<file path="src/rtl/dmem_access_ctrl.sv">
// ---------------------------------------------------------------------------
// dmem_access_ctrl
//
// Purpose:
//   Sequences data-memory loads and stores issued by the MEM stage of the
//   5-stage RV32I pipeline. A single outstanding access is driven onto a
//   req/gnt/rvalid memory port. The upstream pipeline is stalled while the
//   access is in flight. Load data is lane-selected and sign/zero extended
//   before being returned on ReadDataM.
//
// Configuration:
//   DMEM_TIMEOUT_EN - when defined, an access that spends TIMEOUT_CYCLES in
//                     REQ+WAIT is aborted to ERR and flags BusErr. When
//                     undefined, REQ and WAIT wait indefinitely.
//
// Parameters:
//   TIMEOUT_CYCLES - REQ+WAIT cycle budget (timeout build only)
//   CNT_W          - timeout counter width, 2**CNT_W > TIMEOUT_CYCLES
//
// Ports:
//   clk, rst               clock, asynchronous active-low reset
//   MemReqM, MemWriteM     MEM-stage access request, 1 = store
//   Funct3M                access size/sign (b, h, w, bu, hu)
//   ALUResultM             byte address
//   WriteDataM             right-aligned store data
//   mem_req/we/addr/wdata/wstrb   request side of the memory port
//   mem_gnt, mem_rvalid, mem_rdata response side of the memory port
//   ReadDataM              formatted load result to MEM/WB
//   StallM                 pipeline hold request
//   BusErr                 sticky error flag (misalignment or timeout)
// ---------------------------------------------------------------------------
module dmem_access_ctrl #(
  parameter int TIMEOUT_CYCLES = 64,
  parameter int CNT_W          = 8
) (
  input  logic        clk,
  input  logic        rst,
  input  logic        MemReqM,
  input  logic        MemWriteM,
  input  logic [2:0]  Funct3M,
  input  logic [31:0] ALUResultM,
  input  logic [31:0] WriteDataM,
  output logic        mem_req,
  output logic        mem_we,
  output logic [31:0] mem_addr,
  output logic [31:0] mem_wdata,
  output logic [3:0]  mem_wstrb,
  input  logic        mem_gnt,
  input  logic        mem_rvalid,
  input  logic [31:0] mem_rdata,
  output logic [31:0] ReadDataM,
  output logic        StallM,
  output logic        BusErr
);

  typedef enum logic [2:0] {
    IDLE = 3'd0,
    REQ  = 3'd1,
    WAIT = 3'd2,
    DONE = 3'd3,
    ERR  = 3'd4
  } state_t;

  state_t      state_q, state_d;
  logic        mem_req_q, mem_req_d;
  logic        mem_we_q, mem_we_d;
  logic [31:0] mem_addr_q, mem_addr_d;
  logic [31:0] mem_wdata_q, mem_wdata_d;
  logic [3:0]  mem_wstrb_q, mem_wstrb_d;
  logic [2:0]  funct3_q, funct3_d;
  logic [1:0]  offset_q, offset_d;
  logic [31:0] read_data_q, read_data_d;
  logic        bus_err_q, bus_err_d;
  logic        stall;

  logic        is_byte, is_half, misaligned;
  logic [3:0]  st_wstrb;
  logic [31:0] st_wdata;
  logic [7:0]  ld_byte;
  logic [15:0] ld_half;
  logic [31:0] ld_data;
  logic        timeout_hit;

  // Request decode: any Funct3M other than b/h/bu/hu is handled as a word.
  always_comb begin
    is_byte    = (Funct3M == 3'b000) || (Funct3M == 3'b100);
    is_half    = (Funct3M == 3'b001) || (Funct3M == 3'b101);
    misaligned = (is_half && ALUResultM[0]) ||
                 (!is_byte && !is_half && (ALUResultM[1:0] != 2'b00));
  end

  // Store lane placement: replicate the narrow datum across the word and
  // let the strobes pick the lane.
  always_comb begin
    if (is_byte) begin
      st_wstrb = 4'b0001 << ALUResultM[1:0];
      st_wdata = {4{WriteDataM[7:0]}};
    end else if (is_half) begin
      st_wstrb = 4'b0011 << ALUResultM[1:0];
      st_wdata = {2{WriteDataM[15:0]}};
    end else begin
      st_wstrb = 4'b1111;
      st_wdata = WriteDataM;
    end
  end

  // Load formatting uses the size and offset registered at request time,
  // since the pipeline inputs are not guaranteed meaningful in WAIT.
  always_comb begin
    case (offset_q)
      2'd0:    ld_byte = mem_rdata[7:0];
      2'd1:    ld_byte = mem_rdata[15:8];
      2'd2:    ld_byte = mem_rdata[23:16];
      default: ld_byte = mem_rdata[31:24];
    endcase
    ld_half = offset_q[1] ? mem_rdata[31:16] : mem_rdata[15:0];
    case (funct3_q)
      3'b000:  ld_data = {{24{ld_byte[7]}}, ld_byte};
      3'b100:  ld_data = {24'd0, ld_byte};
      3'b001:  ld_data = {{16{ld_half[15]}}, ld_half};
      3'b101:  ld_data = {16'd0, ld_half};
      default: ld_data = mem_rdata;
    endcase
  end

`ifdef DMEM_TIMEOUT_EN
  logic [CNT_W-1:0] cnt_q, cnt_d;

  // The counter runs only while an access is outstanding, so it is always
  // zero on the first REQ cycle.
  always_comb begin
    cnt_d = '0;
    if ((state_q == REQ) || (state_q == WAIT)) begin
      cnt_d = cnt_q + 1'b1;
    end
  end

  // The hit fires in the last allowed cycle so that exactly TIMEOUT_CYCLES
  // cycles are spent in REQ+WAIT before ERR.
  assign timeout_hit = (cnt_q == CNT_W'(TIMEOUT_CYCLES - 1));

  always_ff @(posedge clk or negedge rst) begin
    if (!rst) begin
      cnt_q <= '0;
    end else begin
      cnt_q <= cnt_d;
    end
  end
`else
  logic [CNT_W-1:0] unused_timeout_cfg;

  assign unused_timeout_cfg = CNT_W'(TIMEOUT_CYCLES);
  assign timeout_hit        = 1'b0;
`endif

  // Next-state and register update logic. A grant or rvalid is checked
  // before the timeout so a response in the final cycle still completes.
  always_comb begin
    state_d     = state_q;
    mem_req_d   = mem_req_q;
    mem_we_d    = mem_we_q;
    mem_addr_d  = mem_addr_q;
    mem_wdata_d = mem_wdata_q;
    mem_wstrb_d = mem_wstrb_q;
    funct3_d    = funct3_q;
    offset_d    = offset_q;
    read_data_d = read_data_q;
    bus_err_d   = bus_err_q;
    stall       = 1'b0;

    case (state_q)
      IDLE: begin
        if (MemReqM) begin
          stall = 1'b1;
          if (misaligned) begin
            state_d     = ERR;
            bus_err_d   = 1'b1;
            read_data_d = '0;
          end else begin
            state_d     = REQ;
            mem_req_d   = 1'b1;
            mem_we_d    = MemWriteM;
            mem_addr_d  = {ALUResultM[31:2], 2'b00};
            mem_wstrb_d = MemWriteM ? st_wstrb : 4'b0000;
            mem_wdata_d = MemWriteM ? st_wdata : 32'd0;
            funct3_d    = Funct3M;
            offset_d    = ALUResultM[1:0];
          end
        end
      end
      REQ: begin
        stall = 1'b1;
        if (mem_gnt) begin
          mem_req_d = 1'b0;
          state_d   = mem_we_q ? DONE : WAIT;
        end else if (timeout_hit) begin
          mem_req_d   = 1'b0;
          state_d     = ERR;
          bus_err_d   = 1'b1;
          read_data_d = '0;
        end
      end
      WAIT: begin
        stall = 1'b1;
        if (mem_rvalid) begin
          read_data_d = ld_data;
          state_d     = DONE;
        end else if (timeout_hit) begin
          state_d     = ERR;
          bus_err_d   = 1'b1;
          read_data_d = '0;
        end
      end
      DONE: begin
        state_d = IDLE;
      end
      ERR: begin
        bus_err_d   = 1'b1;
        read_data_d = '0;
        state_d     = IDLE;
      end
      default: begin
        state_d = IDLE;
      end
    endcase
  end

  // State and datapath registers, all cleared by the asynchronous reset.
  always_ff @(posedge clk or negedge rst) begin
    if (!rst) begin
      state_q     <= IDLE;
      mem_req_q   <= 1'b0;
      mem_we_q    <= 1'b0;
      mem_addr_q  <= '0;
      mem_wdata_q <= '0;
      mem_wstrb_q <= '0;
      funct3_q    <= '0;
      offset_q    <= '0;
      read_data_q <= '0;
      bus_err_q   <= 1'b0;
    end else begin
      state_q     <= state_d;
      mem_req_q   <= mem_req_d;
      mem_we_q    <= mem_we_d;
      mem_addr_q  <= mem_addr_d;
      mem_wdata_q <= mem_wdata_d;
      mem_wstrb_q <= mem_wstrb_d;
      funct3_q    <= funct3_d;
      offset_q    <= offset_d;
      read_data_q <= read_data_d;
      bus_err_q   <= bus_err_d;
    end
  end

  assign mem_req   = mem_req_q;
  assign mem_we    = mem_we_q;
  assign mem_addr  = mem_addr_q;
  assign mem_wdata = mem_wdata_q;
  assign mem_wstrb = mem_wstrb_q;
  assign ReadDataM = read_data_q;
  assign BusErr    = bus_err_q;
  assign StallM    = stall;

endmodule

</file>
<file path="config.mk">
export PLATFORM = sky130hd
export DESIGN_NAME = dmem_access_ctrl
export DESIGN_NICKNAME = d
export VERILOG_FILES = /design/src/rtl/dmem_access_ctrl.sv
export SDC_FILE = /design/constraint.sdc
export NUM_CORES = 1
export LEC_CHECK = 0
export BUFFER_PORTS_ARGS = -buffer_cell sky130_fd_sc_hd__buf_2
export CORE_AREA = 10 10 152 154
export DETAILED_ROUTE_END_ITERATION = 16
export DIE_AREA = 0 0 162 164
export PLACE_DENSITY_LB_ADDON = 0.05
export SYNTH_ARGS = -nofsm -noshare
export SYNTH_HDL_FRONTEND = slang
export SYNTH_SLANG_ARGS = --single-unit
export TNS_END_PERCENT = 100
</file>
<file path="constraint.sdc">
create_clock -name clk -period 3.85 [get_ports clk]
set_clock_uncertainty 0.1 [all_clocks]
set_input_delay 0.385 -clock clk [delete_from_list [all_inputs] [get_ports clk]]
set_output_delay 0.385 -clock clk [all_outputs]
set_load 0.005 [all_outputs]
</file>
# Word level (Yosys, flattened, before mapping)
# Cells that the tools add are included.
# W data, S select, Z words.
[word_totals] regBits=109 input_bits=105 output_inout_bits=104 word_cells=79
[op_classes] n_eq_ne=16 shifts=2 muxes=28 bitwise=1 reduce_logical=22
[ops] operator="$mux W32" count=6
[ops] operator="$pmux W32 S4" count=1
[ops] operator="$pmux W32 S3" count=1
[ops] operator="$pmux W8 S3" count=1
[ops] operator="$mux W16" count=1
[ops] operator="$eq A3 B3 Y1 const B" count=5
[ops] operator="$mux W3" count=4
[ops] operator="$mux W4" count=3
[ops] operator="$ne A2 B2 Y1 const B" count=5
[ops] operator="$eq A3 B1 Y1 const B" count=3
[ops] operator="$logic_not A3 Y1" count=3
[ops] operator="$pmux W3 S3" count=1
[ops] operator="$reduce_and A3 Y1" count=3
[ops] operator="$reduce_and A4 Y1" count=2
[ops] operator="$mux W1" count=7
[ops] operator="$pmux W1 S2" count=3
[ops] operator="$reduce_bool A2 Y1" count=3
[ops] operator="$shl A1 B2 Y4 const A" count=1
[ops] operator="$shl A2 B2 Y4 const A" count=1
[ops] operator="$eq A3 B2 Y1 const B" count=1
[ops] operator="$logic_and A1 B1 Y1" count=3
[ops] operator="$logic_or A1 B1 Y1" count=3
[ops] operator="$reduce_bool A3 Y1" count=1
[ops] operator="$eq A2 B1 Y1 const B" count=1
[ops] operator="other kinds (5)" count=6

# Longest topological paths before layout
[logic_depth] word_depth=9 mapped_depth=9 mapped_depth_nobuf=6

# Worst setup path before layout
# Ideal clock, no wire load.
[synth_timing] path_kind="register -> register" start="reg state_q[0]" end="reg mem_addr_q[20], in the netlist mem_addr[20]" setup_ps=125 arrival_time_ps=1777 t_required_ps=3625 slack_ps=1847 path_stages_with_launch=8 path_buffers=4 period_less_slack_ps=2003 path_cell_list="dfrtp_1 -> buf_2 -> nor4b_2 -> or3b_1 -> buf_2 -> buf_6 -> buf_6 -> mux2_4"
[synth_between] elab_chain_len=2
[synth_lines] item="from (decl)" line="64" source="state_t state_q, state_d;"
[synth_lines] item="from (signal assigned)" line="242" source="state_q <= state_d;"
[synth_lines] item="$logic_not A3 Y1" line="171" source="case (state_q)"
[synth_lines] item="$reduce_and A3 Y1 (no source line)"
[synth_lines] item="to (signal assigned)" line="245" source="mem_addr_q <= mem_addr_d;"
[synth_lines] item="to (decl)" line="67" source="logic [31:0] mem_addr_q, mem_addr_d;"
# Every way passes these cells.
# A chain may end at the register's enable or synchronous reset.

# Worst setup path in the final report
[layout_timing] start="reg state_q[2]" end="reg mem_addr_q[26], in the netlist mem_addr[26]"
# Same word-level chain as after synthesis.

==> metrics.csv <==
metric;value;unit
slew_viol_final;0;
vias;4143;
crit_start;state_q[2]$_DFFE_PN0P_;
setup_tns;0;ns
die_area;26570;um2
maxCapViolCount;0;
ctsLongestPathBuffers;2;
synth_area_per_cell;11.05;um2
nets;761;
worstSetupPathDepth;4;
critical_path_class;reg -> reg;
ys_seq_area_frac;0.5307;
wire_per_inst;18.83;um
critPathBufInv;1;
groute.layer.met1.usage;0.1587;
synth-main-ff-cell;dfrtp_1;
syn2layout_area_growth;30.33;%
seq_area;2728;um2
power_density;711.2;nW/um2
startpoint_type;register;
outcome;completed;
io_buffers;206;
antenna_found_initial;1;
via_per_inst;4.469;
setup_viol;0;
synthTopCellsByCount;dfrtp_1, nand2_1, o21ai_0, mux2i_1, mux2_2;
cp_data_required_time;3.99;ns
rsz0062_at_grt;no;
end_kind;register;
crit_chain;nor4b_2, or3b_4, buf_4, mux2_4;
crit_family;simple AND/OR/NAND/NOR gates;
cpPeakStageDelay;0.64;ns
grt_use_met2;0.2076;
cts_buffers;9;
drt-total-wl;17460;um
irDropWorstVdd;0.0002343;V
core-area;20040;um2
synth-edff-count;0;
die_h;164;um
track_usage;0.1281;
cts_max_level;3;
path_max_fanout;41;
synth_cell_types;42;
start_util;0.2565;
p_total;0.004764;W
async_flop_share;1.000;
synth_top_area_cell;dfrtp_1;
ys_ff_latch;109;
slew_headroom;0.3542;
multiInputGateArea;2185;um2
gp_congestion;0.7618;
synth.top_cell.area_share;0.5307;
syn_area;5140;um2
endpoint;mem_addr[26]$_DFFE_PN0P_;
dieWidth;162;um
ios;209;
grt_overflow;0;
synthMostInstantiatedCell;dfrtp_1;
final.fill_count;2138;
drc_errors;0;
hold_viol;0;
synth.area.top_cells;dfrtp_1, mux2_2, mux2i_1;
firstDrtPassIters;4;
grt-busiest-layer;met2;
num_rows;52;
final.period_utilization;0.6010;
first_iter_violations;176;
tightest_slew;0.9651;ns
insertedDiodeCount;0;
crit_path_top_delay_cell;or3b_4;
max_freq;432.2;MHz
first_global_vias;4567;
clk_pin_slew_worst_paths;0.08;ns
cts_sinks;109;
p_leak;3.372;nW
reg2reg_depth;4;
syn_inst;465;
grt_pass1_wl;26800;um
r2r_slack;1.54;ns
ctsRootBufferMaster;clkbuf_16;
cts_tree;yes;
grt_max_degree;58;
min_path_type;in -> reg;
hpwl;13560;um
r2r-end;mem_addr[26]$_DFFE_PN0P_;
period_minus_slack;2.314;ns
reg2reg_from;state_q[2]$_DFFE_PN0P_;
grt_use_met3;0.04105;
ys.warnings.count;0;
arrival;2.45;ns
ant_nets;0;
drive_above_1_share;0.4201;
clk_latency;0.35;ns
[worst min path at each step]
| stage | from | endpoint | slack, ns | cells after the start |
|---|---|---|---|---|
| 2_1_floorplan | rst | BusErr$_DFFE_PN0P_ | -0.01 | 0 |
| 6_report | ALUResultM[29] | mem_addr[29]$_DFFE_PN0P_ | 0.16 | 2 |
| 4_1_cts | ALUResultM[25] | mem_addr[25]$_DFFE_PN0P_ | 0.14 | 2 |
| 3_5_place_dp | mem_wdata[19]$_DFFE_PN0P_ | mem_wdata[19]$_DFFE_PN0P_ | 0.37 | 2 |
| 3_3_place_gp | mem_wdata[23]$_DFFE_PN0P_ | mem_wdata[23]$_DFFE_PN0P_ | 0.36 | 2 |
| 5_1_grt | ALUResultM[25] | mem_addr[25]$_DFFE_PN0P_ | 0.15 | 2 |
[final cells by class]
| cell class | instances | share of cell area |
|---|---|---|
| repair buffers | 215 | 0.1666 |
| well taps | 270 | 0.05043 |
| multi-input cells | 308 | 0.3261 |
| inverters | 9 | 0.005043 |
| clock inverters | 7 | 0.01102 |
| flip-flops and latches | 109 | 0.4072 |
| clock buffers | 9 | 0.03362 |
[stage by stage]
step | area, um2 | worst slack [ns] | std cells | util | hold WS (ns)
2_1_floorplan | 5144 | 1.847 | 466 | - | -0.01059
3_3_place_gp | 6390 | 1.220 | 910 | 0.3189 | 0.3617
3_5_place_dp | 6390 | 1.208 | 910 | 0.3189 | 0.3661
4_1_cts | 6699 | 1.500 | 927 | 0.3343 | 0.1382
5_1_grt | 6699 | 1.346 | 927 | 0.3343 | 0.1471
6_report | 6699 | 1.536 | 927 | 0.3343 | 0.1554
[flip-flops by register name, summed over array words and instances, names as in the netlist]
| name | count |
|---|---|
| ReadDataM | 32 |
| mem_wdata | 32 |
| mem_addr | 30 |
| mem_wstrb | 4 |
| funct3_q | 3 |
| state_q | 3 |
| offset_q | 2 |
| BusErr | 1 |
| mem_req | 1 |
| mem_we | 1 |
[cells by family (layout without fill, tap and decap cells)]
group	after synthesis	count (layout)	synth area share
multiplexers	68	68	0.1521
buffers and inverters	49	240	0.04601
AO/OA/AOI/OAI	128	128	0.1667
other	1	2	0.0007296
AND/OR/NAND/NOR	106	106	0.09396
adder cells (fa/ha/maj)	4	4	0.009737
flip-flops	109	109	0.5307
[layout by cell type, fill, tap and decap left out, types with 5 or more instances in the layout]
| cell type | n |
|---|---|
| nand2_1 | 72 |
| a21oi_1 | 15 |
| buf_4 | 8 |
| clkbuf_16 | 9 |
| a221o_1 | 16 |
| mux2_2 | 27 |
| nor2_1 | 7 |
| or3_1 | 5 |
| o21a_1 | 6 |
| mux2_4 | 11 |
| o31ai_1 | 16 |
| buf_2 | 205 |
| mux2i_1 | 29 |
| o2bb2ai_1 | 11 |
| o21ai_0 | 52 |
| dfrtp_1 | 109 |
| inv_1 | 8 |
[repair_timing]
item,4_1_cts,5_1_grt
resized for setup,0,0
hold buffers,1,0
buffers inserted,0,0
hold endpoints to repair,3,0
[routing by layer]
layer | wire length, um | vias up
met5 | 13 | -
met1 | 7813 | 1956
met2 | 8249 | 136
li1 | - | 2036
met4 | 190 | 2
met3 | 1192 | 13
[report_power, final]
part	leakage (nW)	switching, W	total [W]	internal, W
Clock	0.146	0.000465	0.000975	0.000510
Combinational	1.84	0.000877	0.00180	0.000922
Sequential	1.39	0.000334	0.00199	0.00166
Total	3.37	0.00168	0.00476	0.00309
No activity file was read; power rests on OpenSTA's default activity.
